### config.mk
export PLATFORM = sky130hd
export DESIGN_NAME = spi_slv_regs
export DESIGN_NICKNAME = d
export VERILOG_FILES = /design/src/rtl/spi_slv_regs.sv
export SDC_FILE = /design/constraint.sdc
export NUM_CORES = 1
export LEC_CHECK = 0
export CAP_MARGIN = 10
export CORE_MARGIN = 3
export CORE_UTILIZATION = 48
export CTS_CLUSTER_SIZE = 40
export DETAILED_ROUTE_END_ITERATION = 6
export DONT_BUFFER_PORTS = 1
export SYNTH_ARGS = -nofsm -noshare
export SYNTH_HDL_FRONTEND = slang
export SYNTH_SLANG_ARGS = --single-unit
### constraint.sdc
create_clock -name clk_i -period 4.2 [get_ports clk_i]
set_input_delay 0.21 -clock clk_i [delete_from_list [all_inputs] [get_ports clk_i]]
set_output_delay 0.21 -clock clk_i [all_outputs]
set_load 0.02 [all_outputs]
### src/rtl/spi_slv_regs.sv
// SPI slave register bank (mode 0, MSB first), oversampled in the clk_i domain.
// Byte 0 is the command (bit7 = read, low ADDR_W bits = start address); the
// following bytes are data with an auto-incrementing, wrapping address.
// Register 0 is a read-only ID; the local side has a combinational read port
// and a write-event strobe.
module spi_slv_regs #(
    parameter int         ADDR_W = 4,
    parameter logic [7:0] ID_VAL = 8'hA5
) (
    input  logic              clk_i,
    input  logic              rst_i,
    input  logic              sck_i,
    input  logic              cs_ni,
    input  logic              mosi_i,
    output logic              miso_o,
    input  logic [ADDR_W-1:0] loc_addr_i,
    output logic [7:0]        loc_rdata_o,
    output logic              wr_stb_o,
    output logic [ADDR_W-1:0] wr_addr_o,
    output logic [7:0]        wr_data_o
);

    localparam int DEPTH = 1 << ADDR_W;

    typedef enum logic [1:0] {IDLE, CMD, DATA} state_t;

    // Synchronizer stages; sck has a third stage for edge detection.
    logic              sck_p0, sck_p1, sck_p2;
    logic              cs_p0, cs_p1;
    logic              mosi_p0, mosi_p1;

    // flush[1] is set once cs_p1 holds a real sample rather than its reset value.
    logic [1:0]        flush;
    // Set only after a genuine high level on cs_n, so a frame interrupted by
    // reset is not picked up halfway; the next cs_n fall starts cleanly.
    logic              armed;

    logic              sck_rise, sck_fall, byte_done;
    state_t            state;
    logic [2:0]        bit_cnt;
    logic [6:0]        rx_sr;
    logic [7:0]        rx_byte;
    logic [7:0]        tx_sr;
    logic              rw;
    logic [ADDR_W-1:0] addr, cmd_addr, next_addr;
    logic [7:0]        regs [DEPTH];

    // Register read with the read-only ID at address 0.
    function automatic logic [7:0] rd_reg(input logic [ADDR_W-1:0] a);
        if (a == '0)
            return ID_VAL;
        else
            return regs[a];
    endfunction

    assign sck_rise  = sck_p1 & ~sck_p2;
    assign sck_fall  = ~sck_p1 & sck_p2;
    assign rx_byte   = {rx_sr, mosi_p1};
    assign byte_done = sck_rise && (bit_cnt == 3'd7);
    assign cmd_addr  = rx_byte[ADDR_W-1:0];
    assign next_addr = addr + 1'b1;

    // Two-flop synchronizers for the SPI pins plus the delayed sck for edge detect.
    always_ff @(posedge clk_i) begin
        if (rst_i) begin
            sck_p0  <= 1'b0;
            sck_p1  <= 1'b0;
            sck_p2  <= 1'b0;
            cs_p0   <= 1'b1;
            cs_p1   <= 1'b1;
            mosi_p0 <= 1'b0;
            mosi_p1 <= 1'b0;
            flush   <= 2'b00;
        end else begin
            sck_p0  <= sck_i;
            sck_p1  <= sck_p0;
            sck_p2  <= sck_p1;
            cs_p0   <= cs_ni;
            cs_p1   <= cs_p0;
            mosi_p0 <= mosi_i;
            mosi_p1 <= mosi_p0;
            flush   <= {flush[0], 1'b1};
        end
    end

    // Frame FSM, shift registers, register file and write-event outputs.
    always_ff @(posedge clk_i) begin
        if (rst_i) begin
            state     <= IDLE;
            armed     <= 1'b0;
            bit_cnt   <= 3'd0;
            rx_sr     <= 7'd0;
            tx_sr     <= 8'h00;
            rw        <= 1'b0;
            addr      <= '0;
            miso_o    <= 1'b0;
            wr_stb_o  <= 1'b0;
            wr_addr_o <= '0;
            wr_data_o <= 8'h00;
            for (int i = 0; i < DEPTH; i++) regs[i] <= 8'h00;
        end else begin
            wr_stb_o <= 1'b0;
            if (cs_p1) begin
                // Deselect wins over everything, including a byte completing now.
                state   <= IDLE;
                bit_cnt <= 3'd0;
                tx_sr   <= 8'h00;
                miso_o  <= 1'b0;
                if (flush[1]) armed <= 1'b1;
            end else begin
                if (state != IDLE) begin
                    if (sck_rise) begin
                        rx_sr   <= rx_byte[6:0];
                        bit_cnt <= bit_cnt + 3'd1;
                    end
                    if (sck_fall) begin
                        miso_o <= tx_sr[7];
                        tx_sr  <= {tx_sr[6:0], 1'b0};
                    end
                end
                case (state)
                    IDLE: begin
                        if (armed) begin
                            state   <= CMD;
                            bit_cnt <= 3'd0;
                            tx_sr   <= 8'h00;
                        end
                    end
                    CMD: begin
                        if (byte_done) begin
                            rw    <= rx_byte[7];
                            addr  <= cmd_addr;
                            tx_sr <= rx_byte[7] ? rd_reg(cmd_addr) : 8'h00;
                            state <= DATA;
                        end
                    end
                    DATA: begin
                        if (byte_done) begin
                            addr <= next_addr;
                            if (rw) begin
                                tx_sr <= rd_reg(next_addr);
                            end else if (addr != '0) begin
                                regs[addr] <= rx_byte;
                                wr_stb_o   <= 1'b1;
                                wr_addr_o  <= addr;
                                wr_data_o  <= rx_byte;
                            end
                        end
                    end
                    default: state <= IDLE;
                endcase
            end
        end
    end

    // Local read port sees the current register contents combinationally.
    always_comb begin
        loc_rdata_o = rd_reg(loc_addr_i);
    end

endmodule

==> results of run 1 <==
-- Yosys cell counts (2+ instances only) --
| cell | instances |
|---|---|
| nor4_1 | 2 |
| ha_1 | 6 |
| mux2_2 | 3 |
| nor2_1 | 43 |
| nor3_1 | 2 |
| nor2b_1 | 14 |
| buf_1 | 12 |
| and3b_1 | 3 |
| nor3b_1 | 6 |
| nor2_2 | 12 |
| nand2b_1 | 5 |
| a211o_1 | 3 |
| a21boi_0 | 2 |
| o311ai_0 | 2 |
| o32a_1 | 2 |
| nand3_4 | 3 |
| buf_2 | 14 |
| and2_1 | 127 |
| inv_1 | 9 |
| o31ai_1 | 4 |
| nand3b_1 | 2 |
| o221ai_1 | 3 |
| dfxtp_1 | 49 |
| o41ai_1 | 2 |
| or2_2 | 3 |
| nand4_1 | 5 |
| nand3_1 | 9 |
| a21oi_1 | 19 |
| nand2_1 | 29 |
| clkbuf_1 | 32 |
| buf_4 | 3 |
| a211oi_1 | 6 |
| mux2i_1 | 45 |
| mux4_2 | 99 |
| edfxtp_1 | 128 |
| o211ai_1 | 4 |
| xnor2_1 | 2 |
| and3_1 | 6 |
| o21ai_0 | 28 |
-- worst max path at each step --
stage                                to  slack [ps]
2_1_floorplan  regs[7][0]$_SDFFCE_PN0P_         750
5_1_grt             tx_sr[1]$_SDFF_PP0_         720
4_1_cts             tx_sr[1]$_SDFF_PP0_         920
3_3_place_gp        tx_sr[1]$_SDFF_PP0_        1030
6_report            tx_sr[1]$_SDFF_PP0_         930
3_5_place_dp        tx_sr[1]$_SDFF_PP0_        1000
-- power breakdown --
part | internal [mW] | total, mW | switching, mW
logic | 0.146 | 0.274 | 0.128
registers | 1.94 | 2.01 | 0.0696
clock network | 0.873 | 1.69 | 0.818
-- state kept, by name (all words and copies together), names as in the netlist, 2 cells and up --
signal	count
state	2
rx_sr	7
regs	128
addr	4
tx_sr	8
bit_cnt	3
flush	2
wr_addr_o	4
wr_data_o	8
-- area by class of cell --
type / instances / area (um^2) / area share [%]
flip-flops and latches: 177 / 4830 / 43.4
well taps: 270 / 338 / 3.03
inverters: 9 / 33.8 / 0.303
clock inverters: 15 / 205 / 1.84
repair buffers: 30 / 245 / 2.20
clock buffers: 17 / 425 / 3.82
multi-input cells: 531 / 5050 / 45.4
-- per-stage QoR --
step | util (%) | instance area [um^2] | cells
finish | 54.3 | 11100 | 1049
global route | 54.3 | 11100 | 1049
CTS | 54.3 | 11100 | 1049
detailed placement | 51.0 | 10500 | 1013
global placement | 51.0 | 10500 | 1013
floorplan | - | 10200 | 779
-- kinds of logic after synthesis --
| logic type | after synthesis |
|---|---|
| adders and majority gates | 6 |
| muxes | 147 |
| and+or+nand+nor | 278 |
| other | 1 |
| AOI/OAI and AO/OA | 89 |
| buffers and inverters | 71 |
| DFF | 177 |
| xor gates and xnor gates | 3 |
-- worst reg2reg max path, cell delays in order, from the launching register on --
cell and delay [ps]:
dfxtp_2 330, buf_4 540, ha_1 260, buf_4 250
xor2_1 760, mux2i_1 410, nor2_1 80, o31ai_1 320
o221ai_1 170
-- layer usage --
layer	vias up	share of wire, %	track usage [%]
met3	46	7.5	6.25
li1	2927	-	-
met5	-	0.14	0
met4	2	2.5	7.39
met1	3391	41	37.6
met2	303	48	41.3
==> impl_metrics.env, run 1 <==
export IMPL_yosysWarnings=0
export IMPL_endpoint_kind="flop"
export IMPL_syn_avg_cell_area_um2=13.1
export IMPL_setup_viol=0
export IMPL_final_layout_size_suffix_gt1_share_pct=24.1
export IMPL_hold_viol=0
export IMPL_slew_limit_headroom_pct=32.7
export IMPL_initial_core_util_pct=49.5
export IMPL_diodes=0
export IMPL_p_leak_nw=3.55
export IMPL_synth_flop_cell="edfxtp_1"
export IMPL_timing_worst_setup_path_type="flop to flop"
export IMPL_crit_fanout=42
export IMPL_cpPeakStageDelay_ps=760
export IMPL_fin_skew_ps=12.5
export IMPL_finalWirelength_um=29000
export IMPL_r2r_cells=8
export IMPL_synthSimpleGateAreaFrac_pct=15.8
export IMPL_synth_fa_ha_area_share_pct=0.740
export IMPL_synth_top_family_by_area="multiplexers"
export IMPL_cts_buffer_depth=2
export IMPL_root_buffer="clkbuf_16"
export IMPL_layout_commonest_cell="edfxtp_1"
export IMPL_hold_end="state[1]$_SDFFE_PP0P_"
export IMPL_drv_cap=0
export IMPL_viasPerCell=6.36
export IMPL_hold_buffers=4
export IMPL_vdd_drop_max_v=0.000248
export IMPL_grt_usage_pct=26.5
export IMPL_insertion_delay_ps=440
export IMPL_ys_seq_elements=177
export IMPL_area_growth_pct=9.70
export IMPL_grt_start_max_net_pins=44
export IMPL_htreeDepth=4
export IMPL_cts_tree="done"
export IMPL_hold_start="rst_i"
export IMPL_worstMarginPinSlew_ps=1010
export IMPL_synth_edf_count=128
export IMPL_cts_buffers_inserted=17
export IMPL_startpoint="addr[0]$_SDFFE_PP0P_"
export IMPL_post_drt_wl_per_cell_um=27.7
export IMPL_fin_tns_setup_ps=0
export IMPL_synth_compound_area_share_pct=5.91
export IMPL_grt_pass1_wl_um=43500
export IMPL_critPathTopFamily="buffers and inverters"
export IMPL_post_cts_resized=0
export IMPL_reg2reg_slack_ps=930
export IMPL_path_cells="buf_4 -> ha_1 -> buf_4 -> xor2_1 -> mux2i_1 -> nor2_1 -> o31ai_1 -> o221ai_1"
export IMPL_num_vias=6669
export IMPL_die_area_um2=22900
export IMPL_synth_distinct_cells=63
export IMPL_synth_top_cell_by_area="edfxtp_1"
export IMPL_synth_top_area_share_pct=37.9
export IMPL_antenna_found_initial=1
export IMPL_hpwl_um=20600
export IMPL_power_per_cell_area_nw_per_um2=357
export IMPL_post_cts_setup_buffers=0
export IMPL_status="completed"
export IMPL_hold_class="primary input to flop"
export IMPL_finalCriticalPeriod_ps=3270
export IMPL_post_route_drc_count=0
export IMPL_cp_arrival_ps=3560
export IMPL_overflow=0
export IMPL_r2r_end="tx_sr[1]$_SDFF_PP0_"
export IMPL_cp_num_buf_inv=2
export IMPL_fin_crit_sh_pct=77.8
export IMPL_finalNetCount=781
export IMPL_firstDrtPassIters=5
export IMPL_die_width_um=151
export IMPL_min_path_cells=2
export IMPL_most_common_layout_cells="edfxtp_1 (128), and2_1 (127), mux4_2 (99)"
export IMPL_synth_cells=772
export IMPL_path_clk_slew_ps=80
export IMPL_async_reset_ff_share_pct=0
export IMPL_drtIter0Drc=841
export IMPL_whs_ps=50.4
export IMPL_total_power_mw=3.97
export IMPL_core_area_um2=20500
export IMPL_final_setup_worst_slack_ps=932
export IMPL_synthesis_area_um2=10100
export IMPL_ys_seq_area_share_pct=47.5
export IMPL_fmax_ghz=0.306
export IMPL_slowest_stage="xor2_1"
export IMPL_cts_sinks=177
export IMPL_gp_congestion=0.857
export IMPL_pre_cts_slack_ps=995
export IMPL_ant_nets=0
export IMPL_drv_slew=0
export IMPL_synthXorXnorAreaFrac_pct=0.259
export IMPL_r2r_start="addr[0]$_SDFFE_PP0P_"
export IMPL_grt_pass1_vias=6542
export IMPL_start_kind="flop"
export IMPL_crit_top_cell="buf_4"
export IMPL_fp_row_count=52
export IMPL_ioPinCount=31
export IMPL_muxShareOfSynthArea_pct=26.7
export IMPL_rsz0062_at_grt="no"
export IMPL_portBuffers=0
export IMPL_synth_area_leaders="edfxtp_1 (38%), mux4_2 (22%), dfxtp_1 (9.7%)"
export IMPL_fillers=1740
export IMPL_worstPathRequired_ps=4490
export IMPL_die_y_um=151
export IMPL_path_depth=8
(Power assumes the default switching activity.)
==> run 2, diff against run 1 <==
- clock period: 4.2 -> 3.18 ns (I/O delays scaled with it)
==> run 2 against run 1 <==
  * Wire length decreased by 4.8%
  * Hold slack got worse by 13 ps
  * Global-route usage decreased by 1.3 points
  * Worst setup slack got worse by 640 ps
  * Non-clock buffer count decreased by 2
  * Sequential share of layout area about the same
  * First-iteration DRC count increased by 4.4%
  * Highest routed layer unchanged
  * Cell area about the same
==> impl_metrics.env, run 2 (synthesized netlist as in run 1, its figures left out) <==
export IMPL_placed_cells=1010
export IMPL_slew_limit_headroom_pct=34.9
export IMPL_drv_cap=0
export IMPL_cp_num_buf_inv=1
export IMPL_rsz0062_at_grt="no"
export IMPL_final_setup_worst_slack_ps=289
export IMPL_hold_start="rst_i"
export IMPL_critPathTopFamily="multiplexers"
export IMPL_r2r_cells=7
export IMPL_firstDrtPassIters=5
export IMPL_status="completed"
export IMPL_most_common_layout_cells="edfxtp_1 (128), and2_1 (127), mux4_2 (99)"
export IMPL_layout_commonest_cell="edfxtp_1"
export IMPL_startpoint="addr[1]$_SDFFE_PP0P_"
export IMPL_crit_fanout=14
export IMPL_post_drt_wl_per_cell_um=26.4
export IMPL_htreeDepth=4
export IMPL_start_kind="flop"
export IMPL_root_buffer="clkbuf_16"
export IMPL_fin_crit_sh_pct=90.9
export IMPL_overflow=0
export IMPL_cpPeakStageDelay_ps=690
export IMPL_min_path_cells=2
export IMPL_setup_viol=0
export IMPL_num_vias=6621
export IMPL_cts_buffers_inserted=17
export IMPL_finalNonFillerCells=1047
export IMPL_slowest_stage="ha_2"
export IMPL_cts_tree="done"
export IMPL_postLayoutCellArea_um2=11100
export IMPL_cp_arrival_ps=3180
export IMPL_fp_row_count=52
export IMPL_reg_largest_list="regs (128), tx_sr (8), wr_data_o (8)"
export IMPL_fillers=1700
export IMPL_hold_viol=0
export IMPL_die_width_um=151
export IMPL_finalCriticalPeriod_ps=2890
export IMPL_post_route_drc_count=0
export IMPL_place_area_um2=10500
export IMPL_drtIter0Drc=878
export IMPL_grt_pass1_vias=6470
export IMPL_hpwl_um=19800
export IMPL_finalWirelength_um=27600
export IMPL_finalNetCount=779
export IMPL_path_clk_slew_ps=70
export IMPL_die_area_um2=22900
export IMPL_regMostFlops="regs"
export IMPL_core_area_um2=20500
export IMPL_viasPerCell=6.32
export IMPL_initial_core_util_pct=49.5
export IMPL_diodes=0
export IMPL_insertion_delay_ps=450
export IMPL_timing_worst_setup_path_type="flop to flop"
export IMPL_cts_sinks=177
export IMPL_hold_class="primary input to flop"
export IMPL_p_leak_nw=3.55
export IMPL_multi_input_area_um2=5090
export IMPL_area_growth_pct=9.73
export IMPL_endpoint_kind="flop"
export IMPL_ant_nets=0
export IMPL_antenna_found_initial=1
export IMPL_worstMarginPinSlew_ps=977
export IMPL_ioPinCount=31
export IMPL_die_y_um=151
export IMPL_final_layout_size_suffix_gt1_share_pct=24.8
export IMPL_whs_ps=37.3
export IMPL_post_cts_resized=0
export IMPL_final_util_pct=54.3
export IMPL_gp_congestion=0.888
export IMPL_pre_cts_slack_ps=339
export IMPL_fin_skew_ps=17.5
export IMPL_fmax_ghz=0.346
export IMPL_r2r_start="addr[1]$_SDFFE_PP0P_"
export IMPL_portBuffers=0
export IMPL_total_power_mw=5.09
export IMPL_worstPathRequired_ps=3470
export IMPL_path_depth=7
export IMPL_grt_usage_pct=25.2
export IMPL_fin_tns_setup_ps=0
export IMPL_drv_slew=0
export IMPL_regArea_um2=4830
export IMPL_path_cells="inv_1 -> ha_2 -> mux4_2 -> mux2i_1 -> nor2_1 -> o31ai_1 -> o221ai_1"
export IMPL_cts_buffer_depth=2
export IMPL_grt_start_max_net_pins=44
export IMPL_grt_pass1_wl_um=41400
export IMPL_vdd_drop_max_v=0.000331
export IMPL_largest_reg_flops=128
export IMPL_power_per_cell_area_nw_per_um2=458
[run 2: cell count changes in the layout (fill, tap and decap cells not counted), sizes merged]
cell,previous run,this run
dlygate4sd3,3,4
clkinv,6,4
clkbuf,17,21
bufinv,1,0
inv,17,16
buf,27,24
[run 2: layer usage]
layer,up-vias,GRT usage (%),wire (um)
met5,-,0,13
met4,2,9.47,770
met3,53,6.01,2590
met2,345,38.8,13100
met1,3291,34.9,11200
li1,2930,-,-
[run 2: area by class of cell]
cell class	instances	share of cell area (%)
flip-flops and latches	177	43.4
well taps	270	3.03
inverters	9	0.303
clock buffers	21	4.43
clock inverters	11	0.809
multi-input cells	531	45.7
repair buffers	28	2.31
[run 2: power breakdown]
group,total [mW],switching [mW],internal (mW)
sequential,2.65,0.0867,2.56
clock,2.09,0.952,1.14
combinational,0.358,0.167,0.191
[run 2: final timing paths]
check	slack, ps	end
setup / recovery	290	tx_sr[1]$_SDFF_PP0_
hold / removal	40	armed$_SDFFE_PP0P_
setup reg to reg	290	tx_sr[1]$_SDFF_PP0_
hold reg to reg	410	cs_p1$_SDFF_PP1_
[run 2: what timing repair did]
item,CTS,global route
hold buffers,5,0
buffers inserted,0,0
hold endpoints to repair,43,0
